[src/rtl/tl_ctrl_pkg.sv]
// rtl/tl_ctrl_pkg.sv - TileLink-UL control-port field widths and beat structs
package tl_ctrl_pkg;
  localparam int SRC_W  = 12;
  localparam int ADDR_W = 31;
  localparam int MASK_W = 8;
  localparam int SIZE_W = 2;

  typedef struct packed {
    logic [2:0]        opcode;
    logic [2:0]        param;
    logic [SIZE_W-1:0] size;
    logic [SRC_W-1:0]  source;
    logic [ADDR_W-1:0] address;
    logic [MASK_W-1:0] mask;
    logic              corrupt;
  } tl_a_beat_t;

  typedef struct packed {
    logic [2:0]        opcode;
    logic [SIZE_W-1:0] size;
    logic [SRC_W-1:0]  source;
  } tl_d_beat_t;
endpackage

[src/rtl/tl_buffer_queue.sv]
// rtl/tl_buffer_queue.sv - generic ready/valid FIFO; DEPTH=0 degenerates to wires
module tl_buffer_queue #(
  parameter int  DEPTH = 2,
  parameter bit  FLOW  = 1'b0,
  parameter bit  PIPE  = 1'b0,
  parameter type T     = logic [7:0]
) (
  input  logic clock,
  input  logic reset,
  input  logic enq_valid,
  output logic enq_ready,
  input  T     enq_bits,
  output logic deq_valid,
  input  logic deq_ready,
  output T     deq_bits
);

  if (DEPTH == 0) begin : g_wire
    assign deq_valid = enq_valid;
    assign deq_bits  = enq_bits;
    assign enq_ready = deq_ready;
  end else begin : g_fifo
    localparam int CW = $clog2(DEPTH + 1);
    localparam int PW = (DEPTH > 1) ? $clog2(DEPTH) : 1;
    localparam logic [CW-1:0] FULL = CW'(DEPTH);
    localparam logic [PW-1:0] LAST = PW'(DEPTH - 1);

    T              mem_q [DEPTH];
    T              mem_d [DEPTH];
    logic [CW-1:0] count_q, count_d;
    logic [PW-1:0] enq_ptr_q, enq_ptr_d;
    logic [PW-1:0] deq_ptr_q, deq_ptr_d;
    logic          empty, full, enq_fire, deq_fire, bypass, do_enq, do_deq;

    always_comb begin
      empty     = (count_q == '0);
      full      = (count_q == FULL);
      enq_ready = !reset && (!full || (PIPE && deq_ready));
      deq_valid = !reset && (!empty || (FLOW && enq_valid));
      deq_bits  = (FLOW && empty) ? enq_bits : mem_q[deq_ptr_q];
      enq_fire  = enq_valid && enq_ready;
      deq_fire  = deq_valid && deq_ready;
      // A flow-through beat that leaves immediately never touches the store.
      bypass    = FLOW && empty && deq_fire;
      do_enq    = enq_fire && !bypass;
      do_deq    = deq_fire && !bypass;

      mem_d     = mem_q;
      enq_ptr_d = enq_ptr_q;
      deq_ptr_d = deq_ptr_q;
      count_d   = count_q;
      if (do_enq) begin
        mem_d[enq_ptr_q] = enq_bits;
        enq_ptr_d = (enq_ptr_q == LAST) ? '0 : enq_ptr_q + 1'b1;
      end
      if (do_deq) begin
        deq_ptr_d = (deq_ptr_q == LAST) ? '0 : deq_ptr_q + 1'b1;
      end
      if (do_enq && !do_deq) begin
        count_d = count_q + 1'b1;
      end else if (!do_enq && do_deq) begin
        count_d = count_q - 1'b1;
      end
    end

    always_ff @(posedge clock) begin
      if (reset) begin
        count_q   <= '0;
        enq_ptr_q <= '0;
        deq_ptr_q <= '0;
      end else begin
        count_q   <= count_d;
        enq_ptr_q <= enq_ptr_d;
        deq_ptr_q <= deq_ptr_d;
      end
      mem_q <= mem_d;
    end

    a_no_enq_full:  assert property (@(posedge clock) disable iff (reset) !(do_enq && full && !do_deq));
    a_no_deq_empty: assert property (@(posedge clock) disable iff (reset) !(do_deq && empty));
    a_count_range:  assert property (@(posedge clock) disable iff (reset) count_q <= FULL);
  end

endmodule

[src/rtl/tl_control_xing_buffer.sv]
// rtl/tl_control_xing_buffer.sv - TileLink-UL A/D buffer between fragmenter and control-bus crossing
module tl_control_xing_buffer
  import tl_ctrl_pkg::*;
#(
  parameter int A_DEPTH = 2,
  parameter int D_DEPTH = 2,
  parameter bit FLOW    = 1'b0,
  parameter bit PIPE    = 1'b0
) (
  input  logic              clock,
  input  logic              reset,
  input  logic              in_a_valid,
  output logic              in_a_ready,
  input  logic [2:0]        in_a_bits_opcode,
  input  logic [2:0]        in_a_bits_param,
  input  logic [SIZE_W-1:0] in_a_bits_size,
  input  logic [SRC_W-1:0]  in_a_bits_source,
  input  logic [ADDR_W-1:0] in_a_bits_address,
  input  logic [MASK_W-1:0] in_a_bits_mask,
  input  logic              in_a_bits_corrupt,
  output logic              out_a_valid,
  input  logic              out_a_ready,
  output logic [2:0]        out_a_bits_opcode,
  output logic [2:0]        out_a_bits_param,
  output logic [SIZE_W-1:0] out_a_bits_size,
  output logic [SRC_W-1:0]  out_a_bits_source,
  output logic [ADDR_W-1:0] out_a_bits_address,
  output logic [MASK_W-1:0] out_a_bits_mask,
  output logic              out_a_bits_corrupt,
  input  logic              out_d_valid,
  output logic              out_d_ready,
  input  logic [2:0]        out_d_bits_opcode,
  input  logic [SIZE_W-1:0] out_d_bits_size,
  input  logic [SRC_W-1:0]  out_d_bits_source,
  output logic              in_d_valid,
  input  logic              in_d_ready,
  output logic [2:0]        in_d_bits_opcode,
  output logic [SIZE_W-1:0] in_d_bits_size,
  output logic [SRC_W-1:0]  in_d_bits_source
);

  tl_a_beat_t a_enq, a_deq;
  tl_d_beat_t d_enq, d_deq;

  assign a_enq = {in_a_bits_opcode, in_a_bits_param, in_a_bits_size, in_a_bits_source,
                  in_a_bits_address, in_a_bits_mask, in_a_bits_corrupt};
  assign {out_a_bits_opcode, out_a_bits_param, out_a_bits_size, out_a_bits_source,
          out_a_bits_address, out_a_bits_mask, out_a_bits_corrupt} = a_deq;
  assign d_enq = {out_d_bits_opcode, out_d_bits_size, out_d_bits_source};
  assign {in_d_bits_opcode, in_d_bits_size, in_d_bits_source} = d_deq;

  tl_buffer_queue #(.DEPTH(A_DEPTH), .FLOW(FLOW), .PIPE(PIPE), .T(tl_a_beat_t)) u_a_queue (
    .clock     (clock),
    .reset     (reset),
    .enq_valid (in_a_valid),
    .enq_ready (in_a_ready),
    .enq_bits  (a_enq),
    .deq_valid (out_a_valid),
    .deq_ready (out_a_ready),
    .deq_bits  (a_deq)
  );

  tl_buffer_queue #(.DEPTH(D_DEPTH), .FLOW(FLOW), .PIPE(PIPE), .T(tl_d_beat_t)) u_d_queue (
    .clock     (clock),
    .reset     (reset),
    .enq_valid (out_d_valid),
    .enq_ready (out_d_ready),
    .enq_bits  (d_enq),
    .deq_valid (in_d_valid),
    .deq_ready (in_d_ready),
    .deq_bits  (d_deq)
  );

endmodule

[config.mk]
export PLATFORM = sky130hd
export DESIGN_NAME = tl_control_xing_buffer
export DESIGN_NICKNAME = d
export VERILOG_FILES = /design/src/rtl/tl_ctrl_pkg.sv /design/src/rtl/tl_buffer_queue.sv /design/src/rtl/tl_control_xing_buffer.sv
export SDC_FILE = /design/constraint.sdc
export NUM_CORES = 1
export LEC_CHECK = 0
export BUFFER_PORTS_ARGS = -buffer_cell sky130_fd_sc_hd__buf_2
export CAP_MARGIN = 5
export CORE_ASPECT_RATIO = 1.1
export CORE_MARGIN = 3
export CORE_UTILIZATION = 28
export DETAILED_ROUTE_END_ITERATION = 10
export SYNTH_ARGS = -nofsm -noshare
export SYNTH_HDL_FRONTEND = slang
export SYNTH_SLANG_ARGS = --single-unit
[constraint.sdc]
create_clock -name clock -period 8.8 [get_ports clock]
set_clock_uncertainty 0.2 [all_clocks]
set_input_delay 1.76 -clock clock [delete_from_list [all_inputs] [get_ports clock]]
set_output_delay 1.76 -clock clock [all_outputs]
set_load 0.01 [all_outputs]
Yosys cells after proc, flatten, opt, wreduce, memory -nomap -nowiden
Index checks and enable logic that the tools add are counted.
{"block": "totals", "input_bits": 83, "wordCells": 93, "output_inout_bits": 81, "ff_bits": 162}
{"block": "classes", "n_bitwise": 4, "reduce_logical": 27, "mux": 20, "eq_ne": 2, "magnitude_cmp": 6, "add_sub_neg": 8}
{"cell": "two-way mux 60 bit", "count": 4}
{"cell": "bitwise mux 120 bit", "count": 1}
{"cell": "two-way mux 17 bit", "count": 4}
{"cell": "demux 60 bit (select 1 bit)", "count": 1}
{"cell": "bitwise mux 34 bit", "count": 1}
{"cell": "demux 17 bit (select 1 bit)", "count": 1}
{"cell": "logical AND 1 bit", "count": 14}
{"cell": "logical NOT 1 bit", "count": 9}
{"cell": ">= comparator 2 bit, second input constant", "count": 4}
{"cell": "two-way mux 2 bit", "count": 4}
{"cell": "NOT 1 -> 2 bit", "count": 4}
{"cell": "adder 1 bit, second input constant", "count": 4}
{"cell": "adder 2 x 1 -> 2 bit, second input constant", "count": 2}
{"cell": "== test 2 bit, second input constant", "count": 2}
{"cell": "logical NOT 2 bit", "count": 2}
{"cell": "< comparator 2 x 1 -> 1 bit, second input constant", "count": 2}
{"cell": "two-way mux 1 bit", "count": 4}
{"cell": "nonzero test 2 bit", "count": 2}
{"cell": "subtractor 2 x 1 -> 2 bit, second input constant", "count": 2}

Longest topological paths before layout
{"block": "depth", "ltp_word": 8, "depth_mapped": 7, "mapped_depth_nobuf": 7}

Hierarchy
Synthesis repeated with hierarchy kept, for this count alone.
{"block": "hier_totals", "hier_cells": 294, "hier_area_um2": 5964.5}
{"mod": "tl_buffer_queue (u_a_queue)", "area_each_um2": 4526.8, "instances": 1, "seq_area_each_um2": 3683.5, "cells_per_inst": 214}
{"mod": "tl_buffer_queue (u_d_queue)", "area_each_um2": 1437.6, "instances": 1, "seq_area_each_um2": 1101.1, "cells_per_inst": 80}

Worst setup path after synthesis
Ideal clock, no wire load.
{"block": "synth_timing", "kind": "input port to flip-flop", "startpoint": "input port reset", "endpoint": "register u_a_queue.g_fifo.mem_q[100] (netlist name), enable pin", "path_buffers": 1, "slack_ns": 0.273, "cell_stages": 2, "setup_time_ns": 0.626, "arrival_ns": 7.701, "t_required_ns": 7.974, "path_cell_list": "clkbuf_1 > nor4_1"}
{"block": "synth_between", "elab_chain_len": 3}
{"element": "start, declared", "line_no": "tl_control_xing_buffer.sv:11", "text": "input logic reset,"}
{"element": "logical NOT 1 bit", "line_no": "tl_buffer_queue.sv:38", "text": "enq_ready = !reset && (!full || (PIPE && deq_ready));"}
{"element": "logical AND 1 bit", "line_no": "tl_buffer_queue.sv:38"}
{"element": "logical AND 1 bit", "line_no": "tl_buffer_queue.sv:41", "text": "enq_fire = enq_valid && enq_ready;"}
{"element": "end signal, assigned", "line_no": "tl_buffer_queue.sv:76", "text": "mem_q <= mem_d;"}
{"element": "end, declared", "line_no": "tl_buffer_queue.sv:28", "text": "T mem_q [DEPTH];"}
No other way between the ends.
A chain may end at the register's enable or synchronous reset.

Final worst setup path
{"block": "layout_timing", "startpoint": "input port reset", "endpoint": "output port out_a_valid"}
{"block": "layout_between", "elab_chain_len": 2}
{"element": "logical NOT 1 bit", "line_no": "tl_buffer_queue.sv:39", "text": "deq_valid = !reset && (!empty || (FLOW && enq_valid));"}
{"element": "logical AND 1 bit", "line_no": "tl_buffer_queue.sv:39"}
{"element": "end, declared", "line_no": "tl_control_xing_buffer.sv:21", "text": "output logic out_a_valid,"}
No other way between the ends.

==> impl_results.html <==
<table>
<tr><th>Metric</th><th>Value</th></tr>
<tr><th colspan="2">Status</th></tr>
<tr><td>Result of the run</td><td>finished, final reports clean</td></tr>
<tr><th colspan="2">Drt</th></tr>
<tr><td>DR vias/cell</td><td>4.20</td></tr>
<tr><td>DRC violation total after the first TritonRoute iteration</td><td>109</td></tr>
<tr><td>ANT nets after route</td><td>0</td></tr>
<tr><td>Routed WL</td><td>11.7 mm</td></tr>
<tr><td>Wire length per cell after detailed routing</td><td>15.3 µm</td></tr>
<tr><td>Final routed DRC violation total</td><td>0</td></tr>
<tr><td>Total vias in the final route</td><td>3216</td></tr>
<tr><td>TritonRoute pass-1 iters</td><td>4</td></tr>
<tr><th colspan="2">STA</th></tr>
<tr><td>Actual slew at the worst max-slew pin</td><td>859 ps</td></tr>
<tr><td>Fmax</td><td>235 MHz</td></tr>
<tr><td>Shortest clock period the worst path allows after layout</td><td>4250 ps</td></tr>
<tr><td>Worst relative slew slack</td><td>0.427</td></tr>
<tr><td>Setup TNS Final</td><td>0 ps</td></tr>
<tr><td>Setup repair after global routing missed its margin</td><td>false</td></tr>
<tr><td>Setup violation total in the final timing report</td><td>0</td></tr>
<tr><td>Count of pins over their slew limit</td><td>0</td></tr>
<tr><td>Fin crit share</td><td>0.483</td></tr>
<tr><td>Final Hold Vio Count</td><td>0</td></tr>
<tr><th colspan="2">Critical path</th></tr>
<tr><td>Ordered list of cells on the worst path</td><td>buf_2 -&gt; nor2_1 -&gt; buf_2</td></tr>
<tr><td>Slowest cell on crit path</td><td>buf_2</td></tr>
<tr><td>Setup slack of the most critical reg-to-reg path</td><td>6600 ps</td></tr>
<tr><td>Endpoint of the most critical register-to-register path</td><td>u_a_queue.g_fifo.mem_q[1]</td></tr>
<tr><td>Worst Setup End Kind</td><td>output port</td></tr>
<tr><td>Startpoint of the worst setup timing path</td><td>reset</td></tr>
<tr><td>Delay of the slowest critical-path stage</td><td>190 ps</td></tr>
<tr><td>Arrival time of data at the critical path endpoint</td><td>2290 ps</td></tr>
<tr><td>Worst r2r path cells</td><td>4</td></tr>
<tr><td>Launching point of the worst reg2reg path</td><td>u_a_queue.g_fifo.count_q[0]</td></tr>
<tr><td>Setup crit start kind</td><td>primary input</td></tr>
<tr><td>Highest fanout seen on the critical path</td><td>16</td></tr>
<tr><td>Required time at the endpoint of the critical path</td><td>6840 ps</td></tr>
<tr><td>Category of the critical setup timing path</td><td>in2out</td></tr>
<tr><td>Cell repeated most along the worst path</td><td>buf_2</td></tr>
<tr><td>Capture point of the critical path</td><td>out_a_valid</td></tr>
<tr><th colspan="2">Min path</th></tr>
<tr><td>Number of stages on the worst hold path</td><td>2</td></tr>
<tr><td>Path category of the worst min-delay check</td><td>reg2reg</td></tr>
<tr><th colspan="2">Floorplan</th></tr>
<tr><td>X dimension of the die</td><td>145 µm</td></tr>
<tr><td>FP Rows</td><td>55</td></tr>
<tr><td>Chip height</td><td>159 µm</td></tr>
<tr><td>Number of ports placed on the die boundary</td><td>164</td></tr>
<tr><td>Core area</td><td>20800 µm²</td></tr>
<tr><td>Area of the die</td><td>23100 µm²</td></tr>
<tr><td>Starting density of the core</td><td>0.287</td></tr>
<tr><th colspan="2">Clock network</th></tr>
<tr><td>Register clock-pin slew on the reported worst setup and hold paths</td><td>60 ps</td></tr>
<tr><td>Post-cts repair resize count</td><td>0</td></tr>
<tr><td>Clk buf depth</td><td>2</td></tr>
<tr><td>Number of buffers added by the clock tree synthesis step</td><td>17</td></tr>
<tr><td>H-tree level count</td><td>4</td></tr>
<tr><td>Clock insertion delay at the later pin of the skew report</td><td>410 ps</td></tr>
<tr><td>Quantity of hold-fixing buffers added after cts</td><td>0</td></tr>
<tr><td>Number of sinks handled by clock tree synthesis</td><td>162</td></tr>
<tr><td>Clock tree root buffer cell</td><td>clkbuf_16</td></tr>
<tr><td>Clock tree from TritonCTS</td><td>built</td></tr>
<tr><td>Post-CTS setup buffer count</td><td>0</td></tr>
<tr><th colspan="2">Yosys</th></tr>
<tr><td>Top area cells in the synthesized netlist</td><td>edfxtp_1 (78%), mux2_2 (15%), dfxtp_1 (2.7%)</td></tr>
<tr><td>Post-synth top cells</td><td>edfxtp_1 (154), mux2_2 (77), nor2_1 (10), buf_2 (9), dfxtp_1 (8)</td></tr>
<tr><td>Top_reg_cell synth</td><td>edfxtp_1</td></tr>
<tr><td>Top-count cell post-synth</td><td>edfxtp_1</td></tr>
<tr><td>Synthesized netlist net count</td><td>379</td></tr>
<tr><td>Post-synthesis cell type count</td><td>18</td></tr>
<tr><td>Share of Yosys cell area claimed by the top area cell type</td><td>0.775</td></tr>
<tr><td>Share of the yosys chip area belonging to registers</td><td>0.802</td></tr>
<tr><td>Number of storage elements in the synthesis netlist</td><td>162</td></tr>
<tr><td>Post-Syn Instances</td><td>294</td></tr>
<tr><td>Post-synth ARST share</td><td>0</td></tr>
<tr><td>Post-synthesis cell type with the largest combined area</td><td>edfxtp_1</td></tr>
<tr><td>Synth warnings</td><td>0</td></tr>
<tr><td>Mapped cell area</td><td>5970 µm²</td></tr>
<tr><td>Count of flip-flops with a built-in enable after synthesis</td><td>154</td></tr>
<tr><td>Average size of a mapped cell</td><td>20.3 µm²</td></tr>
<tr><th colspan="2">Layout</th></tr>
<tr><td>Area added between synthesis and finish</td><td>28.8%</td></tr>
<tr><td>Net count reported at finish</td><td>554</td></tr>
<tr><td>Layout cell share with drive strength beyond 1</td><td>0.582</td></tr>
<tr><td>Area taken by multi-input logic gates</td><td>1130 µm²</td></tr>
<tr><td>Area of all placed cells without fillers</td><td>7680 µm²</td></tr>
<tr><td>Total of fill cells in the finished design</td><td>2006</td></tr>
<tr><td>Antenna Cells</td><td>0</td></tr>
<tr><td>Register Area</td><td>4790 µm²</td></tr>
<tr><th colspan="2">Placed design</th></tr>
<tr><td>HPWL after detailed placement</td><td>7.70 mm</td></tr>
<tr><td>Placer Congestion</td><td>0.704</td></tr>
<tr><td>Port-buffer cells</td><td>163</td></tr>
<tr><td>Area after detailed placement</td><td>7130 µm²</td></tr>
<tr><th colspan="2">GRT</th></tr>
<tr><td>Global-route wire length before repair</td><td>18.7 mm</td></tr>
<tr><td>Initial antenna violation count</td><td>1</td></tr>
<tr><td>Total routing usage reported by global routing</td><td>0.104</td></tr>
<tr><td>Number of global-route vias before repair</td><td>3579</td></tr>
<tr><td>Pin count of the biggest net entering global routing</td><td>61</td></tr>
<tr><td>Remaining global-route overflow</td><td>0</td></tr>
<tr><th colspan="2">Power</th></tr>
<tr><td>Power per Cell Area</td><td>245 nW/µm²</td></tr>
<tr><td>Peak supply drop</td><td>0.000120 V</td></tr>
<tr><td>Static leakage</td><td>2.80 nW</td></tr>
<tr><th colspan="2">Flow run</th></tr>
<tr><td>MaxCap Viol Count</td><td>0</td></tr>
</table>
area by class of cell:
type / instances / area share
multi-input combinational: 119 / 0.147
clock inverter: 14 / 0.0169
clock buffer: 17 / 0.0554
inverter: 2 / 0.000977
timing repair buffer: 167 / 0.110
sequential: 162 / 0.623
tap: 285 / 0.0464
flip-flops by register name, summed over array words and instances, names as in the netlist:
name	count
u_a_queue.g_fifo.count_q	2
u_a_queue.g_fifo.deq_ptr_q	1
u_a_queue.g_fifo.enq_ptr_q	1
u_a_queue.g_fifo.mem_q	120
u_d_queue.g_fifo.count_q	2
u_d_queue.g_fifo.deq_ptr_q	1
u_d_queue.g_fifo.enq_ptr_q	1
u_d_queue.g_fifo.mem_q	34
cell usage in the layout (no fill, tap or decap), drive strengths merged:
cell / Yosys / routed
buf: 10 / 167
edfxtp: 154 / 154
mux2: 77 / 77
clkbuf: 1 / 17
nor2: 10 / 10
dfxtp: 8 / 8
inv: 2 / 7
xor2: 6 / 6
o21ai: 6 / 6
clkinv: 0 / 5
or3: 4 / 4
a21oi: 4 / 4
clkinvlp: 0 / 3
nor2b: 2 / 2
nor3: 2 / 2
nor4: 2 / 2
nand2: 2 / 2
ha: 2 / 2
and2: 2 / 2
bufinv: 0 / 1
how the worst min path moves through the flow:
stage	from	endpoint	slack, ps
2_1_floorplan	u_a_queue.g_fifo.enq_ptr_q	u_a_queue.g_fifo.enq_ptr_q	270
3_3_place_gp	u_d_queue.g_fifo.enq_ptr_q	u_d_queue.g_fifo.enq_ptr_q	290
3_5_place_dp	u_a_queue.g_fifo.enq_ptr_q	u_a_queue.g_fifo.enq_ptr_q	310
4_1_cts	u_a_queue.g_fifo.enq_ptr_q	u_a_queue.g_fifo.enq_ptr_q	320
5_1_grt	u_a_queue.g_fifo.deq_ptr_q	u_a_queue.g_fifo.deq_ptr_q	340
6_report	u_a_queue.g_fifo.deq_ptr_q	u_a_queue.g_fifo.deq_ptr_q	310
worst max-delay path: cells and delay by family:
kind | cells | cell delay (ps)
AND/OR/NAND/NOR | 1 | 180
buffers and inverters | 2 | 350
per-stage QoR:
| stage | setup WS (ps) | cells | hold WS [ps] | utilization | total power [W] |
|---|---|---|---|---|---|
| final | 4550 | 766 | 310 | 0.370 | 0.00188 |
| after global routing | 4490 | 766 | 335 | 0.370 | 0.00197 |
| after CTS | 4540 | 766 | 317 | 0.370 | 0.00191 |
| after detailed placement | 4540 | 735 | 308 | 0.343 | 0.00121 |
| after global placement | 4590 | 735 | 287 | 0.343 | 0.00120 |
| after floorplan | 273 | 294 | 267 | - | 0.00110 |
cell families after synthesis:
kind of cell               Yosys count  synth area share
buffers and inverters               13            0.0107
DFF                                162             0.802
adders and majority gates            2           0.00419
and+or+nand+nor                     24            0.0206
xor gates and xnor gates             6           0.00881
muxes                               77             0.145
AOI/OAI and AO/OA                   10           0.00839
layer usage:
| metal | GRT usage | wire (µm) | up-vias |
|---|---|---|---|
| met5 | 0 | 13 | - |
| met4 | 0.0367 | 143 | 2 |
| met3 | 0.0444 | 979 | 11 |
| met2 | 0.172 | 5770 | 121 |
| met1 | 0.121 | 4840 | 1584 |
| li1 | - | - | 1498 |
power breakdown:
group | switching [W] | internal (W)
sequential | 0.0000212 | 0.000895
clock | 0.000300 | 0.000392
combinational | 0.000142 | 0.000131
No activity file was read; power rests on OpenSTA's default activity.
